**src/rtl/register_bank.sv**
```systemverilog
// register_bank: 16 x 32-bit register file. Decode reads it through a
// two-phase (toggle) request / ready port, and writeback writes it through
// a second toggle port that acknowledges by toggling ackOutWB.
module register_bank #(
  parameter int          READ_LATENCY = 1,
  parameter logic [31:0] RESET_PC     = 32'h0000_0000
) (
  input  logic        clk,
  input  logic        reset,
  input  logic        triggerInRB,
  input  logic [3:0]  addrInRB,
  output logic [31:0] dataOutRB,
  output logic        readyOutRB,
  input  logic        triggerInWB,
  input  logic [3:0]  addrInWB,
  input  logic [31:0] dataInWB,
  output logic        ackOutWB
);

  typedef enum logic [1:0] {S_IDLE, S_WAIT, S_DONE} state_t;

  logic [31:0] r_regs [16];
  logic        r_trig_rd_seen;
  logic        r_trig_wb_seen;
  logic        r_ready;
  logic        r_ack;
  logic [3:0]  r_addr;
  logic [1:0]  r_cnt;
  logic [31:0] r_data;
  state_t      r_state;

  logic        w_req_rd;
  logic        w_req_wb;
  logic [31:0] w_rd_data;

  // A request is any level difference between a trigger and its last
  // accepted level; the seen-level only moves on acceptance, so a toggle
  // that arrives while busy stays pending until the FSM is back in IDLE.
  assign w_req_rd = triggerInRB != r_trig_rd_seen;
  assign w_req_wb = triggerInWB != r_trig_wb_seen;

  // Write-first bypass: a write accepted in the DONE cycle to the same
  // index wins over the stored value.
  assign w_rd_data = (w_req_wb && (addrInWB == r_addr)) ? dataInWB : r_regs[r_addr];

  // Ready drops combinationally with the trigger so a requester that waits
  // for ready right after toggling never sees the stale idle level.
  assign readyOutRB = r_ready & ~w_req_rd;
  assign dataOutRB  = r_data;
  assign ackOutWB   = r_ack;

  // Writeback port: one write per cycle, always accepted, ack toggles next edge.
  always_ff @(posedge clk) begin
    if (reset) begin
      for (int i = 0; i < 16; i++)
        r_regs[i] <= (i == 15) ? RESET_PC : 32'h0;
      r_trig_wb_seen <= triggerInWB;
      r_ack          <= 1'b0;
    end else if (w_req_wb) begin
      r_regs[addrInWB] <= dataInWB;
      r_trig_wb_seen   <= triggerInWB;
      r_ack            <= ~r_ack;
    end
  end

  // Read FSM: accept in IDLE, count out the latency in WAIT, deliver in DONE.
  always_ff @(posedge clk) begin
    if (reset) begin
      r_state        <= S_IDLE;
      r_trig_rd_seen <= triggerInRB;
      r_ready        <= 1'b1;
      r_data         <= 32'h0;
      r_addr         <= 4'h0;
      r_cnt          <= 2'h0;
    end else begin
      case (r_state)
        S_IDLE: begin
          if (w_req_rd) begin
            r_addr         <= addrInRB;
            r_trig_rd_seen <= triggerInRB;
            r_ready        <= 1'b0;
            r_cnt          <= 2'(READ_LATENCY - 1);
            r_state        <= (READ_LATENCY == 1) ? S_DONE : S_WAIT;
          end
        end
        S_WAIT: begin
          r_cnt <= r_cnt - 2'd1;
          if (r_cnt == 2'd1) r_state <= S_DONE;
        end
        S_DONE: begin
          r_data  <= w_rd_data;
          r_ready <= 1'b1;
          r_state <= S_IDLE;
        end
        default: r_state <= S_IDLE;
      endcase
    end
  end

endmodule

```
**config.mk**
```make
export PLATFORM = sky130hd
export DESIGN_NAME = register_bank
export DESIGN_NICKNAME = d
export VERILOG_FILES = /design/src/rtl/register_bank.sv
export SDC_FILE = /design/constraint.sdc
export NUM_CORES = 1
export LEC_CHECK = 0
export ABC_AREA = 1
export CORE_MARGIN = 2
export CORE_UTILIZATION = 60
export DETAILED_ROUTE_END_ITERATION = 10
export PLACE_DENSITY_LB_ADDON = 0.1
export SLEW_MARGIN = 20
export SYNTH_ARGS = -nofsm -noshare
export SYNTH_HDL_FRONTEND = slang
export SYNTH_SLANG_ARGS = --single-unit
```
**constraint.sdc**
```tcl
create_clock -name clk -period 5 [get_ports clk]
set_input_delay 1 -clock clk [delete_from_list [all_inputs] [get_ports clk]]
set_output_delay 1 -clock clk [all_outputs]
set_load 0.01 [all_outputs]
```
## After elaboration in Yosys (flattened, before gate mapping)

Memories as Yosys holds them, arrays and structs flattened. A register that Yosys moved wholly into a read port is not among the register bits.
Index checks and enable logic that the tools add are counted.

- Register bits after elaboration: 12
- Latch bits: 0
- Memory bits (writable): 512
- Memory bits (read-only): 0
- Bits of input ports: 44
- Output and inout port bits: 34
- Logic and storage cells: 51
- Memories: 1

Memories:

| memory | words | width | rd ports | clocked after Yosys merged registers in | write ports | RTL line | text |
|---|---|---|---|---|---|---|---|
| r_regs | 16 | 32 | 1 | 1 | 16 | 22 | `logic [31:0] r_regs [16];` |

- Add/subtract/negate cells: 1
- $mul: 0
- Div/mod/pow operators: 0
- Order comparisons: 0
- Eq/ne operators: 7
- Shift operators: 0
- Mux-type cells: 20
- Bitwise logic cells: 3
- Reduce and logical (&&, ||, !) cells: 12

Operators with widths:

| operator | number |
|---|---|
| 2-to-1 mux 32 bit | 1 |
| OR reduction 32 bit | 1 |
| 2-to-1 mux 1 bit | 12 |
| AND reduction 2 bit | 5 |
| nonzero test 2 bit | 5 |
| one-hot mux 2 bit (2 select lines) | 2 |
| 2-to-1 mux 2 bit | 3 |
| equality test 2 x 1 -> 1 bit (second input constant) | 2 |
| 2-to-1 mux 4 bit | 1 |
| inequality test 2 bit (second input constant) | 2 |
| equality test 2 bit (second input constant) | 1 |
| logical NOT 2 bit | 1 |
| inequality test 1 bit | 2 |
| inverter 1 bit | 2 |
| one-hot mux 1 bit (2 select lines) | 1 |
| subtractor 2 x 1 -> 2 bit (second input constant) | 1 |
| AND 1 bit | 1 |

## Depth between registers and ports, before layout

Gate-level depths: netlist (run 1).

- Depth after elaboration: 6
- Depth in mapped cells: 12
- Depth with buffers taken out: 9

## Worst setup path before layout (run 1)

Ideal clock, no wire load.

- Kind: input -> register
- From: input triggerInWB
- To: memory r_regs[13][0], enable pin
- Library setup time: 0.389 ns
- Arrival time: 2.466 ns
- Required time: 4.611 ns
- Setup slack: 2.145 ns
- Stages on the path: 6
- Path buffers: 1
- Cells stage by stage: or2_1 > nand3_2 > nor3_2 > nand2_1 > buf_2 > nand2_1

RTL lines:

| what | RTL line | text |
|---|---|---|
| start, declared | 14 | `input logic triggerInWB,` |
| end, declared | 22 |  |

## Worst setup path in the final report (run 1)

- From: input triggerInRB
- To: output readyOutRB

- Word-level cells in the longest chain between the ends: 3

RTL lines:

| what | RTL line | text |
|---|---|---|
| start, declared | 10 | `input logic triggerInRB,` |
| inequality test 1 bit | 39 | `assign w_req_rd = triggerInRB != r_trig_rd_seen;` |
| inverter 1 bit | 48 | `assign readyOutRB = r_ready & ~w_req_rd;` |
| AND 1 bit | 48 |  |
| end, declared | 13 | `output logic readyOutRB,` |

Every way passes these cells.

==> metrics.yaml, run 1 <==
vias: 20300
die_x_um: 212
cts_post_setup_buffers_inserted: 0
cts_made_buffers: 57
initial_core_util: 0.605
crit_path_max_incr_delay_ns: 0.54
leakagePower_nw: 12.7
slew_headroom: 0.267
fin_crit_ns: 3.50
ctsHoldBuffers: 0
rows: 76
rr_worst_depth: 9
hold_slack_ns: 0.457
cp_cell_sequence: "clkdlybuf4s50_1 -> or2_2 -> nand2_1 -> inv_1 -> nor2_1 -> clkdlybuf4s50_1"
arrival_ns: 2.50
setup_tns_ns: 0
ios: 78
drive_gt1_frac: 0.0490
critPathMaxFanout: 3
grt_use_total: 0.344
outcome: "finished clean"
wirelength_um: 75900
cts_root_buffer: "clkbuf_16"
vias_per_cell: 5.70
utilization: 0.671
clkTransAtPathRegs_ns: 0.06
r2r_slack_ns: 2.11
design_area_um2: 28800
cts_tree: "done"
postPlaceCellArea_um2: 27000
core_area_um2: 42900
finalMaxSlewViolations: 0
period_share: 0.699
critPathKind: "input pin to output port"
grt_max_degree: 160
grt_pass1_vias: 19400
setup.worst_path.end_class: "output port"
path_buf_inv: 3
placedCellCount: 3457
gp_congestion: 0.875
hold-path-cell-count: 2
power_density_nw_per_um2: 374
final_cell_mix: "nand2_1 (927), nor2_1 (518), edfxtp_1 (514), nand3_1 (385), inv_1 (298)"
synth_cell_types: 20
antenna_found_initial: 1
drt_iter0_markers: 2963
peakVddDrop_uv: 272
hold_path_class: "flop to flop"
setup_viol: 0
cp_data_required_time_ns: 4.00
worst_pin_slew_ns: 1.10
rsz0062_at_grt: "no"
grt_pass1_wl_um: 114000
ctsResizeCount: 0
dieArea_um2: 44900
antenna_cells: 0
hold_viol_final: 0
cpMostUsedCell: "clkdlybuf4s50_1"
synth_seq_cells: 553
drt-pass1-iter-count: 6
ys.warnings.count: 0
die_h_um: 212
htreeDepth: 2
ys_seq_area_frac: 0.625
syn_area_per_cell_um2: 8.78
max_freq_mhz: 286
worstSetupStartpointType: "input pin"
drv_cap: 0
final_common_cell: "nand2_1"
wl_per_cell_um: 21.3
fin_worst_skew_ns: 0.0176
area_growth_pct: 11.0
critical_path.top_delay_family: "buffers and inverters"
cts_buffer_depth: 3
ant_nets: 0
slowest_stage: "clkdlybuf4s50_1"
portBuffers: 77
clock_sinks: 553
fin_cells: 3563
clk_latency_ns: 0.63
dp_hpwl_um: 43400
drcViolationCount: 0
netlist_instances: 2955
overflow: 0
final_nets: 2975
synth_nets: 2999
crit_cells: 6
syn_area_um2: 25900
metrics by stage:
step	setup WS [ns]	power, mW
after CTS	1.51	10.7
after global placement	1.48	6.68
final	1.50	10.8
after global routing	1.41	11.1
after detailed placement	1.51	6.71
after floorplan	2.14	6.20
layer usage:
metal	vias to the layer above	global-route usage	wire (um)
met1	9707	0.470	29400
li1	9272	-	-
met4	2	0.125	2570
met2	1152	0.541	34900
met3	184	0.0813	8960
met5	-	0	13
cell usage after synthesis, drive strengths merged:
library cell  number  area, um^2
nor2             522        1960
nand2            943        3540
clkinv            32         120
or2                2        12.5
inv              301        1130
clkbuf            58         218
nor3               2        20.0
buf              145         713
xnor2              2        17.5
edfxtp           514       15400
nand3            386        1940
dfxtp             39         781
o21ai              7        35.0
xor2               2        17.5
registers in the layout, indices dropped and copies added, names as in the netlist:
signal and count:
r_trig_rd_seen 1, r_addr 4, r_trig_wb_seen 1, r_regs 512, r_ready 1, r_state 1
ackOutWB 1, dataOutRB 32
tightest hold or removal path: cells and delay by family (launching register included):
kind,cells,cell delay [ns]
flops,1,0.31
simple gates,2,0.10
final timing paths:
kind / from / to
setup / recovery: triggerInRB / readyOutRB
setup reg to reg: r_addr[0]$_SDFFE_PP0P_ / dataOutRB[25]$_SDFFE_PP0P_
hold / removal: dataOutRB[8]$_SDFFE_PP0P_ / dataOutRB[8]$_SDFFE_PP0P_
hold reg to reg: dataOutRB[8]$_SDFFE_PP0P_ / dataOutRB[8]$_SDFFE_PP0P_
cell families after synthesis:
kind of cell / synth area share
buf+inv: 0.0841
flops: 0.625
compound gates: 0.00135
xor+xnor: 0.00135
simple gates: 0.288
layout make-up:
type	instances	area, um^2
sequential	553	16200
fill	3521	14100
multi-input combinational	1866	7590
clock buffer	85	1590
inverter	333	1260
timing repair buffer	120	1210
tap	585	732
clock inverter	21	175
report_power, final:
group | switching [mW] | total (mW) | internal [mW]
Sequential | 0.0935 | 5.37 | 5.28
Combinational | 0.934 | 1.28 | 0.345
Clock | 1.78 | 4.13 | 2.35
Total | 2.81 | 10.8 | 7.97
(Power assumes the default switching activity.)
==> run 2: changes to the inputs <==
Settings changed: CORE_UTILIZATION 60 to 56.
Clock period 5 ns to 2.8 ns, I/O delays scaled along.
==> run 2 against run 1 <==
Global-route usage down 2.6 points. Largest power group unchanged. Sequential power up 78%. Setup slack got worse by 1.3 ns. Clock-buffer cell count fell by 2. Hold slack got worse by 0.0076 ns. Die area increased by 7.0%. Core utilization decreased by 1.5 points. Clock power rose by 90%. Clock skew rose by 0.00088 ns. Final cell count rose by 2.4%. Via count grew 0.28%. Total power rose by 83%.
==> metrics.yaml, run 2 (synthesis results as in run 1) <==
leakagePower_nw: 13.3  # +4.4%
r2r-start: "r_addr[0]$_SDFFE_PP0P_"
vias_per_cell: 5.59  # -2.0%
area_growth_pct: 15.3
final_nets: 3043  # +2.3%
rows: 78  # +2.6%
fin_worst_skew_ns: 0.0185  # +0.000884 ns
utilization: 0.656  # -0.0152
cp_data_required_time_ns: 2.24  # -1.76 ns
fill_cells: 3722  # +5.7%
antenna_found_initial: 0  # -1
final_common_cell: "nand2_1"
gp_congestion: 0.916  # +4.7%
drive_gt1_frac: 0.0775  # +0.0284
multiInputGateArea_um2: 7620  # +0.40%
ctsResizeCount: 0  # unchanged
initial_core_util: 0.569  # -0.0357
vias: 20400  # +0.28%
postPlaceCellArea_um2: 28000  # +3.6%
outcome: "finished clean"
rsz0062_at_grt: "no"
grt_pass1_wl_um: 114000  # -0.49%
startpoint: "triggerInRB"
ant_nets: 0  # unchanged
die_x_um: 219  # +3.4%
critPathKind: "input pin to output port"
dieArea_um2: 48100  # +7.0%
cts_tree: "done"
fin_crit_ns: 2.61
cp_cell_sequence: "clkdlybuf4s50_1 -> or2_2 -> nand2_1 -> inv_1 -> nor2_1 -> clkdlybuf4s50_1"
slew_headroom: 0.442  # +0.176
largest_reg_flops: 512  # unchanged
finalMaxSlewViolations: 0  # unchanged
cts_buffer_depth: 3  # unchanged
cts_made_buffers: 56  # -1.8%
antenna_cells: 0  # unchanged
design_area_um2: 29900  # +3.9%
slowest_stage: "clkdlybuf4s50_1"
grt_use_total: 0.318  # -0.0256
die_h_um: 219  # +3.4%
hold_path_class: "flop to flop"
max_freq_mhz: 383
seq_area_um2: 16200  # unchanged
worst_pin_slew_ns: 0.836  # -0.263 ns
grt_max_degree: 113  # -29%
wl_per_cell_um: 20.5  # -3.6%
drcViolationCount: 0  # unchanged
critPathMaxFanout: 3  # unchanged
p_total_mw: 19.8  # +83%
peakVddDrop_uv: 521  # +92%
power_density_nw_per_um2: 661  # +76%
cts_post_setup_buffers_inserted: 0  # unchanged
ios: 78  # unchanged
final_cell_mix: "nand2_1 (917), nor2_1 (518), edfxtp_1 (514), nand3_1 (385), inv_1 (298)"
core_area_um2: 45600  # +6.3%
crit_path_max_incr_delay_ns: 0.55  # about the same
grt_pass1_vias: 19800  # +2.0%
overflow: 0  # unchanged
ctsHoldBuffers: 0  # unchanged
place_ws_ns: 0.123  # -1.38 ns
drt-pass1-iter-count: 5  # -1
cpMostUsedCell: "clkdlybuf4s50_1"
setup_tns_ns: 0  # unchanged
clock_sinks: 553  # unchanged
arrival_ns: 2.05  # -0.45 ns
drt_iter0_markers: 2550  # -14%
worstSetupStartpointType: "input pin"
setup.worst_path.end_class: "output port"
finalWorstSetupSlack_ns: 0.187  # -1.32 ns
period_share: 0.933
portBuffers: 77  # unchanged
htreeDepth: 2  # unchanged
dp_hpwl_um: 44600  # +2.9%
clkTransAtPathRegs_ns: 0.06  # about the same
setup_viol: 0  # unchanged
hold_viol_final: 0  # unchanged
min-delay-start: "dataOutRB[6]$_SDFFE_PP0P_"
drv_cap: 0  # unchanged
cts_root_buffer: "clkbuf_16"
largest_register: "r_regs"
clk_latency_ns: 0.62  # about the same
wirelength_um: 74900  # -1.3%
run 2: cell count changes in the layout (fill, tap and decap cells not counted):
cell / change
buf_12: +32
buf_4: +37
bufinv_16: +5
clkbuf_1: -5
clkbuf_16: -2
clkbuf_8: +5
clkinv_1: -6
clkinv_2: +1
clkinvlp_4: +2
nand2_1: -10
nand2_2: +10
nor2_2: -1
nor2_4: +1
run 2: cell type report:
cell class / count / area share
flip-flops and latches: 553 / 0.543
multi-input cells: 1866 / 0.255
repair buffers: 189 / 0.0711
clock buffers: 83 / 0.0533
inverters: 333 / 0.0421
well taps: 600 / 0.0251
clock inverters: 23 / 0.0108
run 2: final timing paths:
path / endpoint / slack, ns / depth (start not counted)
worst max register to register: dataOutRB[23]$_SDFFE_PP0P_ / 0.78 / 10
worst min register to register: dataOutRB[6]$_SDFFE_PP0P_ / 0.45 / 2
worst min-delay path: dataOutRB[6]$_SDFFE_PP0P_ / 0.45 / 2
worst max-delay path: readyOutRB / 0.19 / 6
run 2: per-stage QoR:
| step | instances | hold WS, ns |
|---|---|---|
| global route | 3647 | 0.466 |
| CTS | 3647 | 0.452 |
| floorplan | 2955 | 0.447 |
| detailed placement | 3541 | 0.438 |
| finish | 3647 | 0.449 |
| global placement | 3541 | 0.439 |
run 2: power by group:
part | internal, mW | total [mW] | switching (mW) | leakage [nW]
clock | 4.67 | 7.84 | 3.17 | 0.931
combinational | 0.743 | 2.35 | 1.60 | 6.79
sequential | 9.41 | 9.57 | 0.152 | 5.54
run 2: worst max-delay path: cells and delay by family:
kind                   cells  cell delay [ns]
buffers and inverters      3             1.06
AND/OR/NAND/NOR            3             0.44
run 2: layer usage:
layer / wire [um] / part of all wire / vias to the layer above / GRT usage
met2: 35600 / 0.47 / 1058 / 0.527
met3: 7660 / 0.10 / 167 / 0.0578
li1: - / - / 9417 / -
met1: 29400 / 0.39 / 9732 / 0.424
met4: 2300 / 0.031 / 0 / 0.110
met5: 0 / 0 / - / 0
